**src/rtl/pipeline_hazard_ctrl_if.sv**
```systemverilog
// Hazard-controller bundle: hazard requests from ID/EX/MEM in, pipeline
// enables/flushes and performance counters out.
interface pipeline_hazard_ctrl_if #(
  parameter int CNT_W = 16
);
  // Hazard and handshake requests
  logic             Stall;
  logic             Branch;
  logic             Jump;
  logic             MDStart;
  logic             MDDone;
  logic             DMemReq;
  logic             DMemReady;
  // Pipeline register controls
  logic             PCWrite;
  logic             IFIDWrite;
  logic             IFIDFlush;
  logic             IDEXFlush;
  logic             EXMEMWrite;
  logic             EXMEMFlush;
  logic             MEMWBWrite;
  // Status and performance counters
  logic             MDError;
  logic [CNT_W-1:0] StallCount;
  logic [CNT_W-1:0] FlushCount;

  // Controller side: consumes requests, produces controls
  modport slave (
    input  Stall, Branch, Jump, MDStart, MDDone, DMemReq, DMemReady,
    output PCWrite, IFIDWrite, IFIDFlush, IDEXFlush, EXMEMWrite, EXMEMFlush,
           MEMWBWrite, MDError, StallCount, FlushCount
  );

  // Pipeline side: raises requests, obeys controls
  modport master (
    output Stall, Branch, Jump, MDStart, MDDone, DMemReq, DMemReady,
    input  PCWrite, IFIDWrite, IFIDFlush, IDEXFlush, EXMEMWrite, EXMEMFlush,
           MEMWBWrite, MDError, StallCount, FlushCount
  );
endinterface

```
**src/rtl/pipeline_hazard_ctrl.sv**
```systemverilog
// Central stall/flush sequencer for the 5-stage pipeline. Enables and
// flushes are decoded combinationally from the registered state and the
// current hazard requests; state, counters and the timeout flag are registered.
module pipeline_hazard_ctrl #(
  parameter int INIT_CYCLES = 4,
  parameter int MD_TIMEOUT  = 64,
  parameter int CNT_W       = 16
) (
  input  logic                  Clk,
  input  logic                  ResetN,
  pipeline_hazard_ctrl_if.slave hz
);

  localparam int          MD_W      = (MD_TIMEOUT > 1) ? $clog2(MD_TIMEOUT) : 1;
  localparam logic [3:0]  INIT_LOAD = 4'(INIT_CYCLES - 1);
  localparam logic [MD_W-1:0] MD_LAST = MD_W'(MD_TIMEOUT - 1);

  typedef enum logic [1:0] {
    S_INIT    = 2'd0,
    S_RUN     = 2'd1,
    S_MEMWAIT = 2'd2,
    S_MDWAIT  = 2'd3
  } state_t;

  state_t           state_q, state_d;
  logic [3:0]       init_cnt_q, init_cnt_d;
  logic [MD_W-1:0]  md_cnt_q, md_cnt_d;
  logic             md_err_q, md_err_d;
  logic [CNT_W-1:0] stall_cnt_q, stall_cnt_d;
  logic [CNT_W-1:0] flush_cnt_q, flush_cnt_d;

  logic pc_write_s, ifid_write_s, ifid_flush_s, idex_flush_s;
  logic exmem_write_s, exmem_flush_s, memwb_write_s;
  logic mem_wait_s, apply_id_s, flush_evt_s;

  assign mem_wait_s = hz.DMemReq & ~hz.DMemReady;

  // Decode pipeline controls and next state from state and hazard requests
  always_comb begin
    pc_write_s    = 1'b1;
    ifid_write_s  = 1'b1;
    ifid_flush_s  = 1'b0;
    idex_flush_s  = 1'b0;
    exmem_write_s = 1'b1;
    exmem_flush_s = 1'b0;
    memwb_write_s = 1'b1;
    apply_id_s    = 1'b0;
    flush_evt_s   = 1'b0;
    state_d       = state_q;
    init_cnt_d    = init_cnt_q;
    md_cnt_d      = md_cnt_q;
    md_err_d      = md_err_q;

    case (state_q)
      S_INIT: begin
        pc_write_s    = 1'b0;
        ifid_write_s  = 1'b0;
        exmem_write_s = 1'b0;
        memwb_write_s = 1'b0;
        ifid_flush_s  = 1'b1;
        idex_flush_s  = 1'b1;
        exmem_flush_s = 1'b1;
        if (init_cnt_q == 4'd0) begin
          state_d = S_RUN;
        end else begin
          init_cnt_d = init_cnt_q - 4'd1;
        end
      end
      S_RUN: begin
        if (mem_wait_s) begin
          // Memory stall freezes every stage in place
          pc_write_s    = 1'b0;
          ifid_write_s  = 1'b0;
          exmem_write_s = 1'b0;
          memwb_write_s = 1'b0;
          state_d       = S_MEMWAIT;
        end else if (hz.MDStart && !hz.MDDone) begin
          // Multi-cycle op holds front end, bubbles into MEM
          pc_write_s    = 1'b0;
          ifid_write_s  = 1'b0;
          exmem_flush_s = 1'b1;
          md_cnt_d      = '0;
          state_d       = S_MDWAIT;
        end else begin
          apply_id_s = 1'b1;
        end
      end
      S_MEMWAIT: begin
        if (hz.DMemReady) begin
          apply_id_s = 1'b1;
          state_d    = S_RUN;
        end else begin
          pc_write_s    = 1'b0;
          ifid_write_s  = 1'b0;
          exmem_write_s = 1'b0;
          memwb_write_s = 1'b0;
        end
      end
      S_MDWAIT: begin
        if (mem_wait_s) begin
          // Memory wait dominates; MD counter holds
          pc_write_s    = 1'b0;
          ifid_write_s  = 1'b0;
          exmem_write_s = 1'b0;
          memwb_write_s = 1'b0;
        end else if (hz.MDDone) begin
          // Result captured into EX/MEM, front end resumes
          apply_id_s = 1'b1;
          state_d    = S_RUN;
        end else begin
          pc_write_s    = 1'b0;
          ifid_write_s  = 1'b0;
          exmem_flush_s = 1'b1;
          if (md_cnt_q == MD_LAST) begin
            md_err_d = 1'b1;
            state_d  = S_RUN;
          end else begin
            md_cnt_d = md_cnt_q + MD_W'(1);
          end
        end
      end
      default: begin
        pc_write_s    = 1'b0;
        ifid_write_s  = 1'b0;
        exmem_write_s = 1'b0;
        memwb_write_s = 1'b0;
        ifid_flush_s  = 1'b1;
        idex_flush_s  = 1'b1;
        exmem_flush_s = 1'b1;
        state_d       = S_INIT;
      end
    endcase

    // ID-side hazards: load-use stall beats redirect (operands not ready)
    if (apply_id_s) begin
      if (hz.Stall) begin
        pc_write_s   = 1'b0;
        ifid_write_s = 1'b0;
        idex_flush_s = 1'b1;
      end else if (hz.Branch || hz.Jump) begin
        ifid_flush_s = 1'b1;
        flush_evt_s  = 1'b1;
      end else begin
        flush_evt_s = 1'b0;
      end
    end else begin
      flush_evt_s = 1'b0;
    end
  end

  // Saturating performance counter next values
  always_comb begin
    stall_cnt_d = stall_cnt_q;
    flush_cnt_d = flush_cnt_q;
    if (!pc_write_s && (stall_cnt_q != {CNT_W{1'b1}})) begin
      stall_cnt_d = stall_cnt_q + CNT_W'(1);
    end else begin
      stall_cnt_d = stall_cnt_q;
    end
    if (flush_evt_s && (flush_cnt_q != {CNT_W{1'b1}})) begin
      flush_cnt_d = flush_cnt_q + CNT_W'(1);
    end else begin
      flush_cnt_d = flush_cnt_q;
    end
  end

  // State, counters and sticky timeout flag
  always_ff @(posedge Clk or negedge ResetN) begin
    if (!ResetN) begin
      state_q     <= S_INIT;
      init_cnt_q  <= INIT_LOAD;
      md_cnt_q    <= '0;
      md_err_q    <= 1'b0;
      stall_cnt_q <= '0;
      flush_cnt_q <= '0;
    end else begin
      state_q     <= state_d;
      init_cnt_q  <= init_cnt_d;
      md_cnt_q    <= md_cnt_d;
      md_err_q    <= md_err_d;
      stall_cnt_q <= stall_cnt_d;
      flush_cnt_q <= flush_cnt_d;
    end
  end

  assign hz.PCWrite    = pc_write_s;
  assign hz.IFIDWrite  = ifid_write_s;
  assign hz.IFIDFlush  = ifid_flush_s;
  assign hz.IDEXFlush  = idex_flush_s;
  assign hz.EXMEMWrite = exmem_write_s;
  assign hz.EXMEMFlush = exmem_flush_s;
  assign hz.MEMWBWrite = memwb_write_s;
  assign hz.MDError    = md_err_q;
  assign hz.StallCount = stall_cnt_q;
  assign hz.FlushCount = flush_cnt_q;

endmodule

```
**src/flat_wrapper.sv**
```systemverilog
// flat-port wrapper written by rule: the top's interface ports become plain ports
module pipeline_hazard_ctrl_flat 
#(
  parameter int INIT_CYCLES = 4,
  parameter int MD_TIMEOUT  = 64,
  parameter int CNT_W       = 16
)
  (Clk, ResetN, hz_Stall, hz_Branch, hz_Jump, hz_MDStart, hz_MDDone, hz_DMemReq, hz_DMemReady, hz_PCWrite, hz_IFIDWrite, hz_IFIDFlush, hz_IDEXFlush, hz_EXMEMWrite, hz_EXMEMFlush, hz_MEMWBWrite, hz_MDError, hz_StallCount, hz_FlushCount);
  pipeline_hazard_ctrl_if #(.CNT_W(CNT_W)) hz_i ();
  input  logic Clk;
  input  logic ResetN;
  input wire logic [$bits(hz_i.Stall)-1:0] hz_Stall;
  input wire logic [$bits(hz_i.Branch)-1:0] hz_Branch;
  input wire logic [$bits(hz_i.Jump)-1:0] hz_Jump;
  input wire logic [$bits(hz_i.MDStart)-1:0] hz_MDStart;
  input wire logic [$bits(hz_i.MDDone)-1:0] hz_MDDone;
  input wire logic [$bits(hz_i.DMemReq)-1:0] hz_DMemReq;
  input wire logic [$bits(hz_i.DMemReady)-1:0] hz_DMemReady;
  output wire logic [$bits(hz_i.PCWrite)-1:0] hz_PCWrite;
  output wire logic [$bits(hz_i.IFIDWrite)-1:0] hz_IFIDWrite;
  output wire logic [$bits(hz_i.IFIDFlush)-1:0] hz_IFIDFlush;
  output wire logic [$bits(hz_i.IDEXFlush)-1:0] hz_IDEXFlush;
  output wire logic [$bits(hz_i.EXMEMWrite)-1:0] hz_EXMEMWrite;
  output wire logic [$bits(hz_i.EXMEMFlush)-1:0] hz_EXMEMFlush;
  output wire logic [$bits(hz_i.MEMWBWrite)-1:0] hz_MEMWBWrite;
  output wire logic [$bits(hz_i.MDError)-1:0] hz_MDError;
  output wire logic [$bits(hz_i.StallCount)-1:0] hz_StallCount;
  output wire logic [$bits(hz_i.FlushCount)-1:0] hz_FlushCount;
  assign hz_i.Stall = hz_Stall;
  assign hz_i.Branch = hz_Branch;
  assign hz_i.Jump = hz_Jump;
  assign hz_i.MDStart = hz_MDStart;
  assign hz_i.MDDone = hz_MDDone;
  assign hz_i.DMemReq = hz_DMemReq;
  assign hz_i.DMemReady = hz_DMemReady;
  assign hz_PCWrite = hz_i.PCWrite;
  assign hz_IFIDWrite = hz_i.IFIDWrite;
  assign hz_IFIDFlush = hz_i.IFIDFlush;
  assign hz_IDEXFlush = hz_i.IDEXFlush;
  assign hz_EXMEMWrite = hz_i.EXMEMWrite;
  assign hz_EXMEMFlush = hz_i.EXMEMFlush;
  assign hz_MEMWBWrite = hz_i.MEMWBWrite;
  assign hz_MDError = hz_i.MDError;
  assign hz_StallCount = hz_i.StallCount;
  assign hz_FlushCount = hz_i.FlushCount;
  pipeline_hazard_ctrl #(.INIT_CYCLES(INIT_CYCLES), .MD_TIMEOUT(MD_TIMEOUT), .CNT_W(CNT_W)) u_core (.Clk(Clk), .ResetN(ResetN), .hz(hz_i));
endmodule
```
**config.mk**
```make
export PLATFORM = sky130hd
export DESIGN_NAME = pipeline_hazard_ctrl_flat
export DESIGN_NICKNAME = d
export VERILOG_FILES = /design/src/rtl/pipeline_hazard_ctrl_if.sv /design/src/rtl/pipeline_hazard_ctrl.sv /design/src/flat_wrapper.sv
export SDC_FILE = /design/constraint.sdc
export NUM_CORES = 1
export LEC_CHECK = 0
export ABC_AREA = 1
export CAP_MARGIN = 20
export CORE_UTILIZATION = 30
export DETAILED_ROUTE_END_ITERATION = 12
export DONT_BUFFER_PORTS = 1
export GPL_TIMING_DRIVEN = 0
export SLEW_MARGIN = 30
export SYNTH_ARGS = -nofsm -noshare
export SYNTH_HDL_FRONTEND = slang
export SYNTH_SLANG_ARGS = --single-unit
```
**constraint.sdc**
```tcl
create_clock -name Clk -period 3.75 [get_ports Clk]
set_clock_uncertainty 0.1 [all_clocks]
set_input_delay 0.75 -clock Clk [delete_from_list [all_inputs] [get_ports Clk]]
set_output_delay 0.75 -clock Clk [all_outputs]
set_load 0.03 [all_outputs]
```
==> flow_metrics.py <==
metrics = {
    "run_status": {
        "outcome": "complete, no violations",
    },
    "route": {
        "wirelength_mm": 6.415,
        "num_vias": 2436,
        "drc": 0,
        "drtAntennaViolNets": 0,
        "initialDrtViolationCount": 113,
        "avgViaCountPerCell": 4.570,
        "routedWlPerCell_um": 12.04,
        "firstDrtPassIters": 4,
    },
    "pwr": {
        "finalPower_mw": 1.722,
        "vdd.ir_drop.worst_mv": 0.1821,
        "clockPowerShare_pct": 21.5,
        "switching_share_pct": 45.55,
        "p_per_area_nw_per_um2": 542.0,
        "power.share.sequential_pct": 44.7,
        "internal_power_mw": 0.9375,
        "power.leakage_nw": 1.476,
        "combPwrFrac_pct": 33.9,
        "switchingPower_mw": 0.7843,
    },
    "yosys": {
        "synth_area_leaders": "dfrtp_1 (37%), nand2_1 (19%), nand2_2 (5.2%)",
        "syn_nets": 409,
        "ys_ff_latch": 45,
        "ys_types": 30,
        "synth_top_area_share_pct": 37.01,
        "ys_warn_count": 0,
        "synth_area_um2": 2908,
        "synth-seq-area-share_pct": 38.81,
        "synth_area_per_cell_um2": 7.343,
        "yosysTopAreaCell": "dfrtp_1",
        "syn_inst": 396,
    },
    "placed_design": {
        "place_area_um2": 3069,
        "dp.cells": 525,
        "pre_cts_slack_ns": 0.9806,
        "portBuffers": 0,
        "gp_congestion": 0.8030,
        "hpwl_mm": 4.794,
    },
    "sta": {
        "rsz0062_at_grt": "false",
        "finalHoldViolCount": 0,
        "hold_slack_ns": 0.03000,
        "setup_slack_ns": 1.000,
        "fin_crit_ns": 2.750,
        "setup_viol": 0,
        "fin_tns_setup_ns": 0,
        "max_freq_ghz": 0.3637,
        "relSlewSlack_pct": 52.97,
        "worst_slew_pin_slew_ns": 0.7008,
        "report.final.slew_viol_count": 0,
        "fin_crit_sh_pct": 73.32,
    },
    "grt": {
        "grt_pass1_vias": 2277,
        "globalRouteOverflowTotal": 0,
        "grt_first_pass_wirelength_mm": 10.99,
        "grt_max_degree": 46,
        "grt_usage_pct": 13.62,
        "antenna_found_initial": 0,
    },
    "layout": {
        "multiInputGateArea_um2": 1592,
        "fin_util_pct": 34.06,
        "synthToLayoutAreaGrowth_pct": 9.251,
        "final_common_cell": "nand2_1",
        "instances_no_fill": 533,
        "mostFrequentLayoutCells": "nand2_1 (148), dfrtp_1 (43), nor2_1 (39)",
        "layout.nets": 416,
        "ff_latch_area_um2": 1129,
        "fill_cells": 990,
        "fin_area_um2": 3177,
        "drive_above_1_share_pct": 14.85,
        "antenna_cells": 0,
    },
    "cts": {
        "clk_latency_ns": 0.30,
        "post_cts_buffers": 0,
        "ctsResizeCount": 0,
        "cts_buffers": 5,
        "cts_hold_buffers": 0,
        "clock-sinks": 45,
        "htreeDepth": 2,
        "cts-root-buf": "clkbuf_8",
        "cts_max_path_buffers": 2,
        "clk_pin_slew_ns": 0.10,
        "cts_tree": "yes",
    },
    "worst_hold_path": {
        "hp-class": "in -> async",
    },
    "floorplanning": {
        "dieWidth_um": 100.5,
        "core-area_um2": 9328,
        "die_y_um": 100.5,
        "dieArea_um2": 10090,
        "start_util_pct": 31.17,
        "ios": 49,
        "rows": 35,
    },
    "setup_path": {
        "crit_path_start_kind": "input port",
        "critPathMaxFanout": 5,
        "crit_required_ns": 2.90,
        "critPathKind": "in -> out",
        "cp.arrival_ns": 1.90,
        "endpoint_kind": "output pin",
    },
    "job": {
        "maxCapViolations": 0,
    },
}
## cells in the mapped netlist
cell	number
nand3_1	22
inv_1	33
xnor2_1	15
nand2_2	24
nand3_4	3
o21ai_0	12
nor2_1	39
inv_4	1
nand2_1	148
o21ai_1	6
buf_4	2
nor3_2	1
nand2_4	1
dfstp_2	2
nor2_8	1
buf_6	3
nand2_8	1
dfrtp_1	43
ha_1	4
inv_2	1
nand3_2	4
xor2_1	5
clkinv_2	1
nand4_1	10
o21ai_2	2
nand3b_1	3
nor2_2	5
o21bai_1	2
or2_2	1
nor3_1	1
## routing by layer
layer	wire (µm)	track usage (%)	vias to the layer above
met5	0	0	-
met3	377	4.092	2
li1	-	-	1259
met4	38	3.344	0
met2	3090	23.18	46
met1	2909	16.87	1129
## state kept, by name, indices dropped and copies added (netlist names)
register,cells
u_core.hz.FlushCount,16
u_core.hz.StallCount,16
u_core.md_cnt_q,6
u_core.init_cnt_q,4
u_core.state_q,2
u_core.hz.MDError,1
## area by class of cell
| type | instances | area share (%) |
|---|---|---|
| inverters | 36 | 4.372 |
| flip-flops and latches | 45 | 35.53 |
| well taps | 129 | 5.081 |
| clock buffers | 6 | 2.284 |
| multi-input cells | 310 | 50.10 |
| clock inverters | 2 | 1.103 |
| plain buffers | 5 | 1.536 |
## critical path, cell delays in order
cell and delay [ns]:
inv_1 0.03, nand2_1 0.16, inv_1 0.11, o21ai_1 0.57, buf_4 0.28
## logic make-up (layout without fill, tap and decap cells)
family | after synthesis | in the layout | share of synthesized area [%]
buf+inv | 41 | 49 | 6.454
compound gates | 22 | 22 | 4.217
xor+xnor | 20 | 20 | 6.024
simple gates | 264 | 264 | 42.77
flops | 45 | 45 | 38.81
fa+ha+maj | 4 | 4 | 1.721
## power groups by stage
stage	Clock [mW]	Sequential [mW]	Combinational, mW
global route	0.403	0.785	0.657
CTS	0.383	0.770	0.594
global placement	0	0.778	0.580
floorplan	0	0.747	0.496
detailed placement	0	0.780	0.592
finish	0.370	0.769	0.583
## path summary, 6_finish.rpt
check / depth (start not counted) / slack (ns) / startpoint / to
setup / recovery: 5 / 1.00 / hz_DMemReady / hz_MEMWBWrite
hold / removal: 0 / 0.03 / ResetN / u_core.hz.FlushCount[10]
setup reg to reg: 11 / 1.62 / u_core.hz.StallCount[0] / u_core.hz.StallCount[4]
hold reg to reg: 2 / 0.41 / u_core.init_cnt_q[1] / u_core.init_cnt_q[1]
max in group asynchronous: 0 / 3.32 / ResetN / u_core.init_cnt_q[0]
min in group Clk: 2 / 0.41 / u_core.init_cnt_q[1] / u_core.init_cnt_q[1]
No activity file was read; power rests on OpenSTA's default activity.
